==> src/rtl/seq_pattern_tx.sv <==
// Serial pattern transmitter: shifts a latched pattern out MSB-first, repeats it
// a programmed number of times, and can insert idle zero cycles between repetitions.
module seq_pattern_tx #(
    parameter int PAT_W = 4,
    parameter int CNT_W = 4,
    parameter int GAP_W = 4
) (
    input  logic             clk,
    input  logic             reset,
    input  logic             start,
    input  logic [PAT_W-1:0] pattern_in,
    input  logic [CNT_W-1:0] reps,
    input  logic [GAP_W-1:0] gap,
    input  logic             abort,
    output logic             a,
    output logic             a_valid,
    output logic             busy,
    output logic             done
);

    localparam int BC_W = $clog2(PAT_W);
    localparam logic [BC_W-1:0] LAST_BIT = BC_W'(PAT_W - 1);

    typedef enum logic [1:0] {
        ST_IDLE,
        ST_SEND,
        ST_GAP,
        ST_DONE
    } state_t;

    state_t           state_reg;
    logic [PAT_W-1:0] sr_reg;
    logic [PAT_W-1:0] pl_reg;
    logic [BC_W-1:0]  bit_reg;
    logic [CNT_W-1:0] rc_reg;
    logic [GAP_W-1:0] gc_reg;
    logic [GAP_W-1:0] gl_reg;
    logic [CNT_W-1:0] rc_next;

    assign rc_next = rc_reg - CNT_W'(1);

    // Outputs are registered alongside the state, so each branch sets the
    // values that will be visible during the next cycle.
    always_ff @(posedge clk or negedge reset) begin
        if (!reset) begin
            state_reg <= ST_IDLE;
            sr_reg    <= '0;
            pl_reg    <= '0;
            bit_reg   <= '0;
            rc_reg    <= '0;
            gc_reg    <= '0;
            gl_reg    <= '0;
            a         <= 1'b0;
            a_valid   <= 1'b0;
            busy      <= 1'b0;
            done      <= 1'b0;
        end else if (abort) begin
            state_reg <= ST_IDLE;
            a         <= 1'b0;
            a_valid   <= 1'b0;
            busy      <= 1'b0;
            done      <= 1'b0;
        end else begin
            case (state_reg)
                ST_IDLE: begin
                    a       <= 1'b0;
                    a_valid <= 1'b0;
                    busy    <= 1'b0;
                    done    <= 1'b0;
                    if (start) begin
                        busy <= 1'b1;
                        if (reps == '0) begin
                            state_reg <= ST_DONE;
                            done      <= 1'b1;
                        end else begin
                            state_reg <= ST_SEND;
                            sr_reg    <= pattern_in;
                            pl_reg    <= pattern_in;
                            rc_reg    <= reps;
                            gl_reg    <= gap;
                            bit_reg   <= '0;
                            a         <= pattern_in[PAT_W-1];
                            a_valid   <= 1'b1;
                        end
                    end
                end
                ST_SEND: begin
                    sr_reg  <= sr_reg << 1;
                    bit_reg <= bit_reg + BC_W'(1);
                    a       <= sr_reg[PAT_W-2];
                    a_valid <= 1'b1;
                    if (bit_reg == LAST_BIT) begin
                        rc_reg  <= rc_next;
                        bit_reg <= '0;
                        if (rc_next == '0) begin
                            state_reg <= ST_DONE;
                            a         <= 1'b0;
                            a_valid   <= 1'b0;
                            done      <= 1'b1;
                        end else if (gl_reg == '0) begin
                            // Back-to-back repetition: restart straight from the latched pattern.
                            sr_reg <= pl_reg;
                            a      <= pl_reg[PAT_W-1];
                        end else begin
                            state_reg <= ST_GAP;
                            gc_reg    <= gl_reg;
                            a         <= 1'b0;
                            a_valid   <= 1'b0;
                        end
                    end
                end
                ST_GAP: begin
                    gc_reg <= gc_reg - GAP_W'(1);
                    if (gc_reg == GAP_W'(1)) begin
                        state_reg <= ST_SEND;
                        sr_reg    <= pl_reg;
                        bit_reg   <= '0;
                        a         <= pl_reg[PAT_W-1];
                        a_valid   <= 1'b1;
                    end
                end
                default: begin
                    state_reg <= ST_IDLE;
                    a         <= 1'b0;
                    a_valid   <= 1'b0;
                    busy      <= 1'b0;
                    done      <= 1'b0;
                end
            endcase
        end
    end

endmodule

==> config.mk <==
export PLATFORM = sky130hd
export DESIGN_NAME = seq_pattern_tx
export DESIGN_NICKNAME = d
export VERILOG_FILES = /design/src/rtl/seq_pattern_tx.sv
export SDC_FILE = /design/constraint.sdc
export NUM_CORES = 1
export LEC_CHECK = 0
export BUFFER_PORTS_ARGS = -buffer_cell sky130_fd_sc_hd__buf_4
export CAP_MARGIN = 15
export CORE_MARGIN = 4
export CORE_UTILIZATION = 40
export CTS_BUF_LIST = sky130_fd_sc_hd__clkbuf_4
export CTS_CLUSTER_SIZE = 10
export DETAILED_ROUTE_END_ITERATION = 8
export RECOVER_POWER = 25
export SETUP_SLACK_MARGIN = 0.15
export SYNTH_ARGS = -nofsm -noshare
export SYNTH_HDL_FRONTEND = slang
export SYNTH_SLANG_ARGS = --single-unit
==> constraint.sdc <==
create_clock -name clk -period 3 [get_ports clk]
set_input_delay 0.6 -clock clk [delete_from_list [all_inputs] [get_ports clk]]
set_output_delay 0.6 -clock clk [all_outputs]
set_load 0.02 [all_outputs]
-- Word-level counts from Yosys, hierarchy flattened
Cells that the tools add are included.
- add/sub/neg operators: 3
- equal/unequal tests: 17
- multiplexer cells: 53
- bitwise operators: 2
- reduce and logical (&&, ||, !) cells: 14
- operators with widths (operator ; count):
    $mux 4 ; 6
    $mux 2 ; 11
    $mux 1 ; 21
    $mux 3 ; 6
    $pmux 4 s2 ; 2
    $reduce_and 5->1 ; 3
    $ne 2x2->1 const B ; 7
    $logic_not 4->1 ; 3
    $ne 3x3->1 const B ; 4
    $pmux 2 s3 ; 2
    $pmux 1 s3 ; 3
    $pmux 3 s3 ; 1
    $reduce_and 4->1 ; 2
    $sub 4x1->4 const B ; 2
    $eq 2x2->1 const B ; 2
    $eq 4x1->1 const B ; 1
    $ne 4x4->1 const B ; 1
    $reduce_bool 2->1 ; 2
    $reduce_and 3->1 ; 1
    $reduce_bool 3->1 ; 1
    $add 2x1->2 const B ; 1
    $eq 2x1->1 const B ; 1
    $logic_not 2->1 ; 1
    $ne 2x1->1 const B ; 1
    3 further kinds ; 4
- register bits: 27
- input port bits: 16
- output and inout bits: 4
- word-level logic and storage cells: 100

-- Depth between registers and ports, before layout
- word-level depth: 6
- gate-level depth with buffers: 8
- mapped depth without buffers: 7

-- Least setup slack after synthesis
OpenSTA, ideal clock, no wires.
- path kind: input to register
- start: input port reps[1]
- end: register rc_reg[1]
- library setup time: 0.145 ns
- data arrival time: 1.726 ns
- required time: 2.855 ns
- path slack: 1.129 ns
- cell stages on the path: 5
- path buffers: 0
- path through: or4_4 a21boi_2 nor4_2 o211ai_1 o21ai_0
- word-level cells in the longest chain between the ends: 3
- elaborated cells between the ends (all ways): 6
- those cells by class: eq/ne: 1; mux: 3; reduce/logical: 2
- RTL lines (item ; line ; RTL):
    start, declared ; 12 ; input logic [CNT_W-1:0] reps,
    $logic_not 4->1 or $mux 4 (tied branches) ; 72 ; if (reps == '0) begin
    $ne 2x2->1 (no line) or $mux 4 (tied branches) ; - ;
    $reduce_and 5->1 (no line) or $pmux 4 s2 (tied branches) ; - ;
    end signal, assigned ; 79 ; rc_reg <= reps;
    end signal, assigned ; 93 ; rc_reg <= rc_next;
    end, declared ; 35 ; logic [CNT_W-1:0] rc_reg;
Several ways; a longest one is shown, not always the timed one. The select of a mux whose other input is x is not followed.
A chain may end at the register's enable or synchronous reset.

-- Worst setup path in the final report
- start: register state_reg[1]
- end: register rc_reg[0]
- word-level cells in the longest chain between the ends: 3
- elaborated cells between the ends (all ways): 8
- those cells by class: eq/ne: 4; mux: 1; reduce/logical: 3
- RTL lines (item ; line ; RTL):
    start, declared ; 31 ; state_t state_reg;
    start signal, assigned ; 46 ; state_reg <= ST_IDLE;
    start signal, assigned ; 58 ; state_reg <= ST_IDLE;
    start signal, assigned ; 73 ; state_reg <= ST_DONE;
    $eq 2x1->1 or $logic_not 2->1 (tied branches) ; 64 ; case (state_reg)
    $ne 2x2->1 (no line) or $reduce_bool 2->1 (tied branches) ; - ;
    $reduce_and 5->1 (no line) ; - ;
Several ways; a longest one is shown, not always the timed one.

==> results.sh <==
export IMPL_utilization_pct=46.55
export IMPL_fp_dieW_um=72.60
export IMPL_intPower_mw=0.9300
export IMPL_post_cts_buffers=0
export IMPL_grt_antenna_before_repair=0
export IMPL_dieArea_um2=5270
export IMPL_power_frac_seq_pct=41.4
export IMPL_swShare_pct=42.68
export IMPL_post_route_cell_area_um2=1876
export IMPL_rsz0062_at_grt="no"
export IMPL_syn_nets=200
export IMPL_vias=1378
export IMPL_path_common_cell="o21ai_0"
export IMPL_maxCapViolations=1
export IMPL_vias_per_cell=5.671
export IMPL_slowest_delay_ns=0.58
export IMPL_yosysWarnings=0
export IMPL_netlist_area_um2=1669
export IMPL_row_count=23
export IMPL_antenna_cells=0
export IMPL_hp_class="in2reg"
export IMPL_ys_ff_latch=27
export IMPL_synthDominantCellAreaShare_pct=40.48
export IMPL_grt_pass1_vias=1417
export IMPL_clock_sinks=27
export IMPL_drtPass1Iterations=4
export IMPL_grt_overflow_total=0
export IMPL_core_area_um2=4029
export IMPL_cp_arrival_ns=2.48
export IMPL_yosysTopAreaCell="dfrtp_1"
export IMPL_yosys_cell_types_count=42
export IMPL_portBuffers=19
export IMPL_vdd_drop_max_v=0.0003350
export IMPL_cts_root_buf="clkbuf_4"
export IMPL_syn_inst=175
export IMPL_setup_worst_path_start_class="register"
export IMPL_gp_congestion=0.9240
export IMPL_worstSkewPairLatency_ns=0.33
export IMPL_tightest_slew_ns=1.504
export IMPL_cts_buffers=3
export IMPL_cp_top_family="simple AND/OR/NAND/NOR gates"
export IMPL_grt_max_degree=28
export IMPL_area_growth_syn_to_layout_pct=12.37
export IMPL_crit_slowest_cell="nor4_2"
export IMPL_cp_max_fo=13
export IMPL_yosys_top_cells_area="dfrtp_1 (40%), ha_1 (6.7%), mux2_2 (5.4%), o21ai_0 (4.5%), nand2_1 (3.1%)"
export IMPL_maxSlewViolCount=27
export IMPL_synth_seq_area_share_pct=40.48
export IMPL_hold_slack_ns=0.4897
export IMPL_ys_flop_type="dfrtp_1"
export IMPL_fin_skew_ns=0.002997
export IMPL_p_switching_mw=0.6923
export IMPL_cp_required_ns=3.26
export IMPL_cts_resized=0
export IMPL_synth_edf_count=0
export IMPL_cts_hold_buffers_added=0
export IMPL_status="finished, violations left"
export IMPL_max_freq_ghz=0.4501
export IMPL_clock_path_buffers=2
export IMPL_failed_checks="max-capacitance violations, max-slew violations"
export IMPL_synth_avg_cell_area_um2=9.538
export IMPL_clkPwrFrac_pct=10.0
export IMPL_slew_headroom_pct=-0.2501
export IMPL_setup_ws_ns=0.7783
export IMPL_clkTransAtPathRegs_ns=0.15
export IMPL_hpwl_um=2934
export IMPL_grt_usage_pct=15.34
export IMPL_drcViolationCount=0
export IMPL_setup_viol=0
export IMPL_tritoncts="built"
export IMPL_drt_iter0_drc=97
export IMPL_cp_cell_sequence="inv_1 -> ha_1 -> nor2b_1 -> nor4_2 -> o21ai_0 -> o21ai_0"
export IMPL_placed_area_um2=1852
export IMPL_io_pins=20
export IMPL_nNetsFinal=219
export IMPL_detail_route_antenna_nets=0
export IMPL_fillers=415
export IMPL_leakage_nw=0.7824
export IMPL_wl_per_cell_um=15.60
export IMPL_grt_pass1_wl_um=6417
export IMPL_power_frac_comb_pct=48.5
export IMPL_routed_wl_um=3790
export IMPL_die_y_um=72.60
export IMPL_crit_type="reg2reg"
export IMPL_fin_crit_ns=2.222
export IMPL_place_worst_setup_slack_ns=0.8427
export IMPL_finalHoldViolCount=0
export IMPL_synth_async_reset_ratio_pct=100.0
export IMPL_h_tree_depth=1
export IMPL_initial_utilization_pct=41.43
export IMPL_final_layout_size_suffix_gt1_share_pct=21.24
export IMPL_layout_common_cells="dfrtp_1 (27), buf_4 (19), o21ai_0 (15)"
export IMPL_final_common_cell="dfrtp_1"
export IMPL_finalCritPeriodShare_pct=74.06
export IMPL_critPathBufInv=1
export IMPL_critPathCaptureType="register"
export IMPL_power_density_nw_per_um2=865.0
export IMPL_final_setup_tns_ns=0
-- layer usage --
layer  vias up  GRT usage, %  wire length (µm)
met5         -             0                 0
met4         0         5.123                79
met3         8         2.755               169
met2        34         26.05              1860
met1       665         19.64              1681
li1        671             -                 -
-- synth_stat cells, types with 2 or more instances --
cell      instances
nor4_2            2
nor2b_1           3
nand2b_1          5
a31oi_1           7
nand3_1           7
a21oi_1          10
inv_1             8
dfrtp_1          27
nor4_1            2
mux2_2            8
nand3b_1          4
clkbuf_1          5
and2_1            3
a211o_1           2
or3_1             2
mux2i_1           4
o211ai_1          3
o21ai_0          15
ha_1              9
or2_2             2
nand2_1          14
nor3_1            3
nor2_1           11
-- path summary, 6_finish.rpt --
check                       endpoint  cells after the start  slack [ns]         start
min in group asynchronous  rc_reg[2]                      1        0.60         reset
min reg2reg                  a_valid                      2        0.51       a_valid
min                        gl_reg[1]                      2        0.49        gap[1]
max reg2reg                rc_reg[0]                      6        0.78  state_reg[1]
max in group asynchronous  gc_reg[3]                      1        1.54         reset
max                        rc_reg[0]                      6        0.78  state_reg[1]
-- power by group through the flow --
stage	Combinational, mW	Clock [mW]	Sequential [mW]
final	0.787	0.163	0.672
after global routing	0.884	0.185	0.698
after CTS	0.791	0.168	0.671
after detailed placement	0.788	0	0.681
after global placement	0.750	0	0.673
after floorplan	0.579	0	0.662
-- area by class of cell --
class / count / area (µm²) / area share (%)
inverter: 8 / 30.03 / 1.601
tap: 50 / 62.56 / 3.336
clock inverter: 1 / 5.005 / 0.2668
clock buffer: 3 / 22.52 / 1.201
timing repair buffer: 20 / 146.4 / 7.805
multi-input combinational: 134 / 933.4 / 49.77
sequential: 27 / 675.6 / 36.02
-- logic make-up after synthesis --
logic type | after synthesis | synth area share (%)
adders and majority gates | 9 | 6.747
muxes | 12 | 7.796
DFF | 27 | 40.48
and+or+nand+nor | 66 | 23.31
AOI/OAI and AO/OA | 47 | 18.07
buffers and inverters | 14 | 3.598
-- worst register-to-register path: stages (launching register included) --
cell and delay [ns]:
dfrtp_1 0.45, inv_1 0.08, ha_1 0.37, nor2b_1 0.28, nor4_2 0.58, o21ai_0 0.19, o21ai_0 0.21
-- per-stage QoR --
step,instances,power [mW]
floorplan,175,1.241
global placement,239,1.423
detailed placement,239,1.469
CTS,243,1.630
global route,243,1.768
finish,243,1.622
(Power assumes the default switching activity.)
